`config.mk`:
```
export PLATFORM = sky130hd
export DESIGN_NAME = frv_pipeline_register
export DESIGN_NICKNAME = d
export VERILOG_FILES = /design/src/rtl/frv_pipeline_register.sv
export SDC_FILE = /design/constraint.sdc
export NUM_CORES = 1
export LEC_CHECK = 0
export ABC_AREA = 1
export BUFFER_PORTS_ARGS = -buffer_cell sky130_fd_sc_hd__buf_2
export CORE_MARGIN = 1
export CORE_UTILIZATION = 40
export DETAILED_ROUTE_END_ITERATION = 16
export HOLD_SLACK_MARGIN = 0.06
export PLACE_DENSITY = 0.63
export SYNTH_ARGS = -nofsm -noshare
export SYNTH_HDL_FRONTEND = slang
export SYNTH_SLANG_ARGS = --single-unit
```
`constraint.sdc`:
```
create_clock -name g_clk -period 1.69 [get_ports g_clk]
set_input_delay 0.338 -clock g_clk [delete_from_list [all_inputs] [get_ports g_clk]]
set_output_delay 0.338 -clock g_clk [all_outputs]
set_load 0.01 [all_outputs]
```
`src/rtl/frv_pipeline_register.sv`:
```
// Elastic stage register: a small FIFO between pipeline stages with registered
// valid/busy handshakes. It supports flush and non-power-of-two depth.
module frv_pipeline_register #(
    parameter  int RLEN  = 8,
    parameter  int DEPTH = 2,
    localparam int CW    = $clog2(DEPTH + 1)
) (
    input  logic            g_clk,
    input  logic            g_resetn,
    input  logic            flush,
    input  logic            i_valid,
    output logic            i_busy,
    input  logic [RLEN-1:0] i_data,
    output logic            o_valid,
    input  logic            o_busy,
    output logic [RLEN-1:0] o_data,
    output logic [CW-1:0]   o_count
);

    localparam int          AW   = (DEPTH > 1) ? $clog2(DEPTH) : 1;
    localparam logic [CW-1:0] FULL = CW'(DEPTH);
    localparam logic [CW-1:0] LAST = CW'(DEPTH - 1);

    logic [RLEN-1:0] mem_q [DEPTH];
    logic [CW-1:0]   count_q, count_d;
    logic [CW-1:0]   rd_ptr_q, rd_ptr_d;
    logic [CW-1:0]   wr_ptr_q, wr_ptr_d;
    logic            push, pop;

    // Handshakes come only from registered occupancy, so o_busy never reaches i_busy.
    assign i_busy  = (count_q == FULL);
    assign o_valid = (count_q != '0);
    assign o_count = count_q;
    assign o_data  = mem_q[rd_ptr_q[AW-1:0]];

    assign push = i_valid & ~i_busy & ~flush;
    assign pop  = o_valid & ~o_busy & ~flush;

    always_comb begin
        count_d  = count_q;
        rd_ptr_d = rd_ptr_q;
        wr_ptr_d = wr_ptr_q;
        if (flush) begin
            count_d  = '0;
            rd_ptr_d = '0;
            wr_ptr_d = '0;
        end else begin
            if (push) begin
                wr_ptr_d = (wr_ptr_q == LAST) ? '0 : wr_ptr_q + CW'(1);
            end
            if (pop) begin
                rd_ptr_d = (rd_ptr_q == LAST) ? '0 : rd_ptr_q + CW'(1);
            end
            case ({push, pop})
                2'b10:   count_d = count_q + CW'(1);
                2'b01:   count_d = count_q - CW'(1);
                default: count_d = count_q;
            endcase
        end
    end

    always_ff @(posedge g_clk) begin
        if (!g_resetn) begin
            count_q  <= '0;
            rd_ptr_q <= '0;
            wr_ptr_q <= '0;
        end else begin
            count_q  <= count_d;
            rd_ptr_q <= rd_ptr_d;
            wr_ptr_q <= wr_ptr_d;
        end
    end

    // Storage is zeroed by reset only; flush just rewinds the pointers.
    always_ff @(posedge g_clk) begin
        if (!g_resetn) begin
            for (int i = 0; i < DEPTH; i++) begin
                mem_q[i] <= '0;
            end
        end else if (push) begin
            mem_q[wr_ptr_q[AW-1:0]] <= i_data;
        end
    end

endmodule

```
* Word-level counts from Yosys, hierarchy flattened
Memory sizes are Yosys's and may differ from the RTL's. A register that Yosys moved wholly into a read port is not among the register bits.
Index checks and enable logic that the tools add are counted.
** Storage, ports and cells
- Input bits :: 13
- Logic and storage cells :: 37
- Output and inout port bits :: 12
- Memories :: 1
- Bits in writable memories :: 16
- Bits in registers :: 6
** Cells by class
- Bitwise operators :: 8
- Reductions and logical operators :: 4
- Equality and inequality tests :: 5
- Multiplexer cells :: 12
- $add $sub $neg :: 4
** Memory list
- mem_q :: depth 2, width 8, read ports 1, clocked after memory_dff 1, write ports 2, line 24 : logic [RLEN-1:0] mem_q [DEPTH];
** Operator list (count)
- $mux 1 :: 8
- $mux 8 :: 1
- $reduce_or 8->1 :: 1
- $add 2x1->2 const B :: 3
- $eq 2x1->1 const B :: 3
- $and 1x1->1 :: 4
- $eq 2x2->1 const B :: 2
- $mux 2 :: 2
- $not 1->1 :: 4
- $pmux 2 s2 :: 1
- $reduce_bool 2->1 :: 2
- $reduce_or 2->1 :: 1
- $sub 2x1->2 const B :: 1

* Logic depth before layout (Yosys ltp)
Gate-level depths: netlist (run 1).
- Depth after elaboration :: 9
- Gate-level depth with buffers :: 10
- Mapped depth without buffers :: 10

* Worst setup path before layout (run 1)
No wires, ideal clock.
- Kind :: register to register
- Start :: register count_q[1] (netlist: o_count[1])
- End :: register count_q[1] (netlist: o_count[1])
- Data required time :: 1626 ps
- Cell stages (with the launch flop) :: 11
- Buffers on the path :: 0
- Clock period less this slack :: 1420 ps
- Slack :: 270 ps
- Arrival :: 1356 ps
- Library setup time :: 64 ps
- Path through :: dfxtp_1 > inv_1 > nand2_1 > nand2_1 > nor2_1 > ha_1 > inv_1 > nand2_1 > nor2_1 > nor2_1 > nor2_1
** Between the ends
- Elaborated cells on any way between the ends :: 13
- Those cells by class :: add/sub (2); eq/ne (3); mux (1); bitwise (5); reduce/logical (2)
** RTL lines
- start, declared :: line 25 : logic [CW-1:0] count_q, count_d;
- start signal, assigned :: line 68 : count_q <= count_d;
- $reduce_bool 2->1 (*) :: line 32 : assign o_valid = (count_q != '0);
- named net o_valid :: line 14 : output logic o_valid,
- $and 1x1->1 (*) (2 in a row) :: line 37 : assign pop = o_valid & ~o_busy & ~flush;
- $eq 2x1->1 or $eq 2x2->1 (tied branches) :: line 54 : case ({push, pop})
- $pmux 2 s2 or $reduce_bool 2->1 (tied branches)
The timed path passes the listed nets; every way through them passes the cells marked *.
A chain may end at the register's enable or synchronous reset.

==> impl_metrics.tcl, run 1 <==
set metrics [dict create \
    synthFlopType "edfxtp_1" \
    fin_util_pct 51.3 \
    pwr-share-clk_pct 25.5 \
    vias 709 \
    switching_share_pct 23.7 \
    pwr-share-seq_pct 63.0 \
    dr.pass1.iters 4 \
    die_w_um 51.7 \
    drtIter0Drc 8 \
    cap_violations 0 \
    synth_edf_count 16 \
    fin_nets 135 \
    drc_errors 0 \
    final-setup-viol-count 0 \
    power_density_mw_per_mm2 796 \
    nFillCells 228 \
    die_area_sq_mm 0.00268 \
    cp_data_required_time_ns 1.35 \
    finalHoldViolCount 0 \
    cts_setup_buffers 0 \
    critPathCaptureType "primary output" \
    die_h_um 51.7 \
    hold_path.class "input pin to register" \
    cp_cell_sequence "mux2_2 > buf_2" \
    worst-slew-pin-transition_ns 0.356 \
    hold_buffers 0 \
    grt_max_degree 13 \
    irDropWorstVdd_v 0.000425 \
    grt_pass1_vias 676 \
    core_area_sq_mm 0.00228 \
    clkLatencyLatePin_ns 0.31 \
    numPortBuffers 24 \
    syn_to_final_growth_pct 18.1 \
    synthArstFlopShare_pct 0 \
    routed_via_density 4.79 \
    antenna_found_initial 0 \
    post-synth-top-area-cell "edfxtp_1" \
    rsz0062_at_grt "false" \
    syn-mean-instance-area_sq_um 10.6 \
    io_pins 25 \
    h-tree-depth 1 \
    drive_gt1_share_pct 35.8 \
    comb_power_share_pct 11.5 \
    antenna_cells 0 \
    cts_root_buffer "clkbuf_4" \
    wl_per_cell_um 11.7 \
    ant_nets 0 \
    fin_crit_ns 1.58 \
    grt_util_all_layers_pct 15.0 \
    grt_first_pass_wirelength_um 2790 \
    num_rows 17 \
    place.gp.congestion 0.748 \
    cts_buffers 3 \
    syn_area_sq_um 990 \
    dp_hpwl_um 1300 \
    arrival_ns 1.25 \
    cts_resized 1 \
    clkTransAtPathRegs_ns 0.11 \
    intPower_uw 710 \
    syn-num-nets 107 \
    drt-total-wl_um 1730 \
    clock_skew_ns 0.00378 \
    power.switching_uw 221 \
    ys_seq_elements 21 \
    grt_overflow_total 0 \
    criticalPathCategory "register to primary output" \
    start_util_pct 43.5 \
    ys_seq_area_share_pct 58.7 \
    yosysTopAreaCellShare_pct 48.5 \
    yosys-top-cells-area "edfxtp_1 (49%), dfxtp_1 (10%), mux2_2 (9.1%), inv_1 (6.1%), nor2_1 (5.7%)" \
    worstPathMaxFanout 8 \
    synth_cell_types 17 \
    cts_tree "yes" \
    slew_violations 0 \
    synth_cells 93 \
    cts.sinks 21 \
    whs_ns 0.334 \
    power_leakage_uw 0.000534 \
    critPathMaxStageDelay_ns 0.45 \
    placed_area_sq_mm 0.00114 \
    cts_buffer_depth 2 \
    setup_tns_ns 0 \
    outcome "finished clean" \
    fin_area_sq_mm 0.00117 \
    fin_crit_sh_pct 93.8 \
    max_freq_mhz 631 \
    synth_common_cells "edfxtp_1 (16), inv_1 (16), nor2_1 (15)" \
    yosysWarnings 0 \
    crit_path_start_kind "register" \
    cpMaxStageDelayCell "dfxtp_2" \
    relSlewSlack_pct 76.2 \
]
## area by class of cell
cell class | count | area (sq um) | share of cell area, %
clock buffer | 3 | 22.5 | 1.93
clock inverter | 1 | 5.00 | 0.428
inverter | 18 | 67.6 | 5.78
multi-input combinational | 53 | 337 | 28.8
sequential | 21 | 582 | 49.8
tap | 28 | 35.0 | 3.00
timing repair buffer | 24 | 120 | 10.3
## sequential cells by signal, summed over array words and instances, names as in the netlist, named ones only
register / cells
mem_q: 16
o_count: 2
wr_ptr_q: 1
rd_ptr_q: 1
## cells by family after synthesis
| logic type | synth area share, % |
|---|---|
| multiplexers | 9.10 |
| buffers and inverters | 7.33 |
| adder cells (fa/ha/maj) | 1.26 |
| AO/OA/AOI/OAI | 1.52 |
| flip-flops | 58.7 |
| AND/OR/NAND/NOR | 22.1 |
## cells in the final DEF, fill, tap and decap left out
cell / instances
edfxtp_1: 16
nand2_4: 1
dfxtp_2: 1
nand4_4: 2
o21ai_0: 1
clkinv_2: 1
clkbuf_4: 3
nand3_1: 2
mux2_2: 8
nor2_4: 1
nand2_1: 11
a21oi_1: 2
nor2_1: 15
dfxtp_1: 4
inv_1: 16
ha_1: 1
buf_2: 24
inv_2: 2
nand4_1: 1
nor3_1: 8
## routing by layer
layer / part of all wire (%) / vias up / GRT usage, %
met5: 0 / - / 0
met4: 2.4 / 0 / 9.46
met3: 5.5 / 5 / 2.63
met2: 48 / 24 / 26.2
met1: 44 / 319 / 16.8
li1: - / 361 / -
## power by group through the flow
stage          Clock, uW  Combinational, uW  Sequential [uW]
3_3_place_gp           0                106              598
5_1_grt              270                119              589
6_report             237                107              587
3_5_place_dp           0                108              599
2_1_floorplan          0               64.9              595
4_1_cts              251                108              587
## critical path, delay by kind of cell, from the launching register on
kind / cells / cell delay (ns)
multiplexers: 1 / 0.36
flip-flops: 1 / 0.45
buffers and inverters: 1 / 0.14
## worst paths after layout
kind	startpoint	to	slack, ns	cells past startpoint
max	register	o_data[0]	0.11	2
min	i_data[1]	mem_q[0][1]	0.33	3
max reg2reg	o_count[1]	o_count[1]	0.21	10
min reg2reg	rd_ptr_q[0]	register	0.53	2
## stage by stage
step | cells | worst slack (ns) | total power (uW)
2_1_floorplan | 93 | 0.270 | 660
3_3_place_gp | 144 | 0.209 | 703
3_5_place_dp | 144 | 0.137 | 707
4_1_cts | 148 | 0.0661 | 946
5_1_grt | 148 | 0.00748 | 978
6_report | 148 | 0.105 | 931
No activity file was read; power rests on OpenSTA's default activity.
==> run 2, diff against run 1 <==
PLACE_DENSITY = 0.72   (was 0.63)
==> run 2 against run 1 <==
  * Maximum frequency decreased by 0.38%
  * Routed wire length rose by 5.9%
  * Die area unchanged
  * Design area up 1.4%
  * Clock skew down 0.00063 ns
  * Via count is 5.4% higher
  * Sequential share of layout area is 0.47 points lower
  * Register-to-register slack better by 0.06 ns
  * Largest power group unchanged
  * Critical path type unchanged
  * Clock power hardly changed
  * Combinational power about the same
  * Total power is 0.46% higher
==> impl_metrics.tcl, run 2 (synthesis gave the netlist of run 1 again) <==
set metrics [dict create \
    ant_nets 0 \
    slew_violations 0 \
    grtUsageMet3_pct 2.34 \
    fin_crit_ns 1.59 \
    grt_first_pass_wirelength_um 3150 \
    hold_buffers 0 \
    max_freq_mhz 629 \
    drc_errors 0 \
    cp_num_buf_inv 1 \
    criticalPathCategory "register to primary output" \
    rsz0062_at_grt "false" \
    pre_cts_ws_ns 0.187 \
    finalHoldViolCount 0 \
    die_w_um 51.7 \
    fin_nets 137 \
    crit_cells 2 \
    dp_cells 146 \
    cp_data_required_time_ns 1.35 \
    cts_root_buffer "clkbuf_4" \
    syn_to_final_growth_pct 19.7 \
    cts_buffers 3 \
    rr_startpoint "o_count[0]" \
    crit_path_start_kind "register" \
    cp_top_family "flip-flops" \
    antenna_found_initial 0 \
    final-setup-viol-count 0 \
    clock_skew_ns 0.00315 \
    worstPathMaxFanout 8 \
    critPathCaptureType "primary output" \
    antenna_cells 0 \
    clkTransAtPathRegs_ns 0.12 \
    dp_hpwl_um 1340 \
    cp_cell_sequence "mux2_2 > buf_2" \
    rr_worst_depth 10 \
    power_leakage_uw 0.000540 \
    cap_violations 0 \
    drive_gt1_share_pct 37.7 \
    grt_max_degree 12 \
    routed_via_density 4.98 \
    r2r_slack_ns 0.27 \
    r2r-end "o_count[1]" \
    die_h_um 51.7 \
    drt-total-wl_um 1840 \
    outcome "finished clean" \
    worstHoldStart "i_data[3]" \
    cpMaxStageDelayCell "dfxtp_2" \
    cts.sinks 21 \
    grt_util_all_layers_pct 16.1 \
    fin_cells 150 \
    regMostFlops "mem_q" \
    arrival_ns 1.25 \
    final_common_cell "buf_2" \
    vias 747 \
    place.gp.congestion 0.724 \
    min_path_cells 3 \
    clkLatencyLatePin_ns 0.29 \
    setup_tns_ns 0 \
    gr-usage-met1_pct 20.1 \
    h-tree-depth 1 \
    worst-slew-pin-transition_ns 0.389 \
    top_usage_layer "met2" \
    grt_pass1_vias 739 \
    relSlewSlack_pct 74.0 \
    cts_tree "yes" \
    num_rows 17 \
    irDropWorstVdd_v 0.000308 \
    fin_crit_sh_pct 94.1 \
    wl_per_cell_um 12.2 \
    drtIter0Drc 14 \
    critPathMaxStageDelay_ns 0.45 \
    layout_common_cells "buf_2 (24), inv_1 (16), edfxtp_1 (16)" \
    hold_end "mem_q[0][3]" \
    io_pins 25 \
    numPortBuffers 24 \
    die_area_sq_mm 0.00268 \
    core_area_sq_mm 0.00228 \
    hold_path.class "input pin to register" \
    dr.pass1.iters 4 \
    largest_reg_flops 16 \
    grt_overflow_total 0 \
    use_met2_pct 28.4 \
    cts_buffer_depth 2 \
    setup_ws_ns 0.0990 \
    power_density_mw_per_mm2 789 \
    start_util_pct 43.5 \
]
-- run 2: changes by cell type in the layout (fill, tap and decap cells not counted) --
cell and delta:
dfxtp_2 +2, buf_4 +2, clkinv_2 -1, clkbuf_1 +1
dfxtp_1 -2
-- run 2: timing repair --
action / in CTS / in global routing
resized for setup: 1 / 2
endpoints found under the hold margin: 0 / 0
setup endpoints to repair: 8 / 1
gates cloned: 0 / 0
setup buffers: 0 / 0
-- run 2: area by class of cell --
| type | count | area, sq um |
|---|---|---|
| clock buffer | 4 | 26.3 |
| fill | 203 | 1090 |
| inverter | 18 | 67.6 |
| multi-input combinational | 53 | 337 |
| sequential | 21 | 584 |
| tap | 28 | 35.0 |
| timing repair buffer | 26 | 135 |
-- run 2: through the flow --
stage	hold slack (ns)	utilization, %	cell area [sq um]	power, uW
finish	0.350	52.1	1180	935
global route	0.361	52.1	1180	981
CTS	0.342	52.0	1180	947
detailed placement	0.518	50.7	1150	709
global placement	0.506	50.7	1150	704
floorplan	0.479	-	990	660
-- run 2: how the worst max path moves through the flow --
stage	startpoint	to
6_report	register	o_data[0]
5_1_grt	register	o_data[4]
4_1_cts	register	o_data[0]
3_5_place_dp	g_resetn	mem_q[0][6]
3_3_place_gp	g_resetn	mem_q[0][6]
2_1_floorplan	o_count[1]	o_count[1]
-- run 2: power by group --
part           leakage [uW]  total, uW  internal, uW  switching [uW]
combinational      0.000318        110          45.0            64.7
sequential         0.000207        586           578            8.04
clock             0.0000150        239          91.8             147
total              0.000540        935           715             220
-- run 2: layer usage --
metal | vias to the layer above | wire (um)
met5 | - | 0
met4 | 0 | 12
met1 | 353 | 793
met2 | 23 | 935
li1 | 369 | -
met3 | 2 | 94
-- run 2: worst min-delay path: stages --
cell	delay, ns
buf_2	0.08
inv_1	0.04
nor2_1	0.09
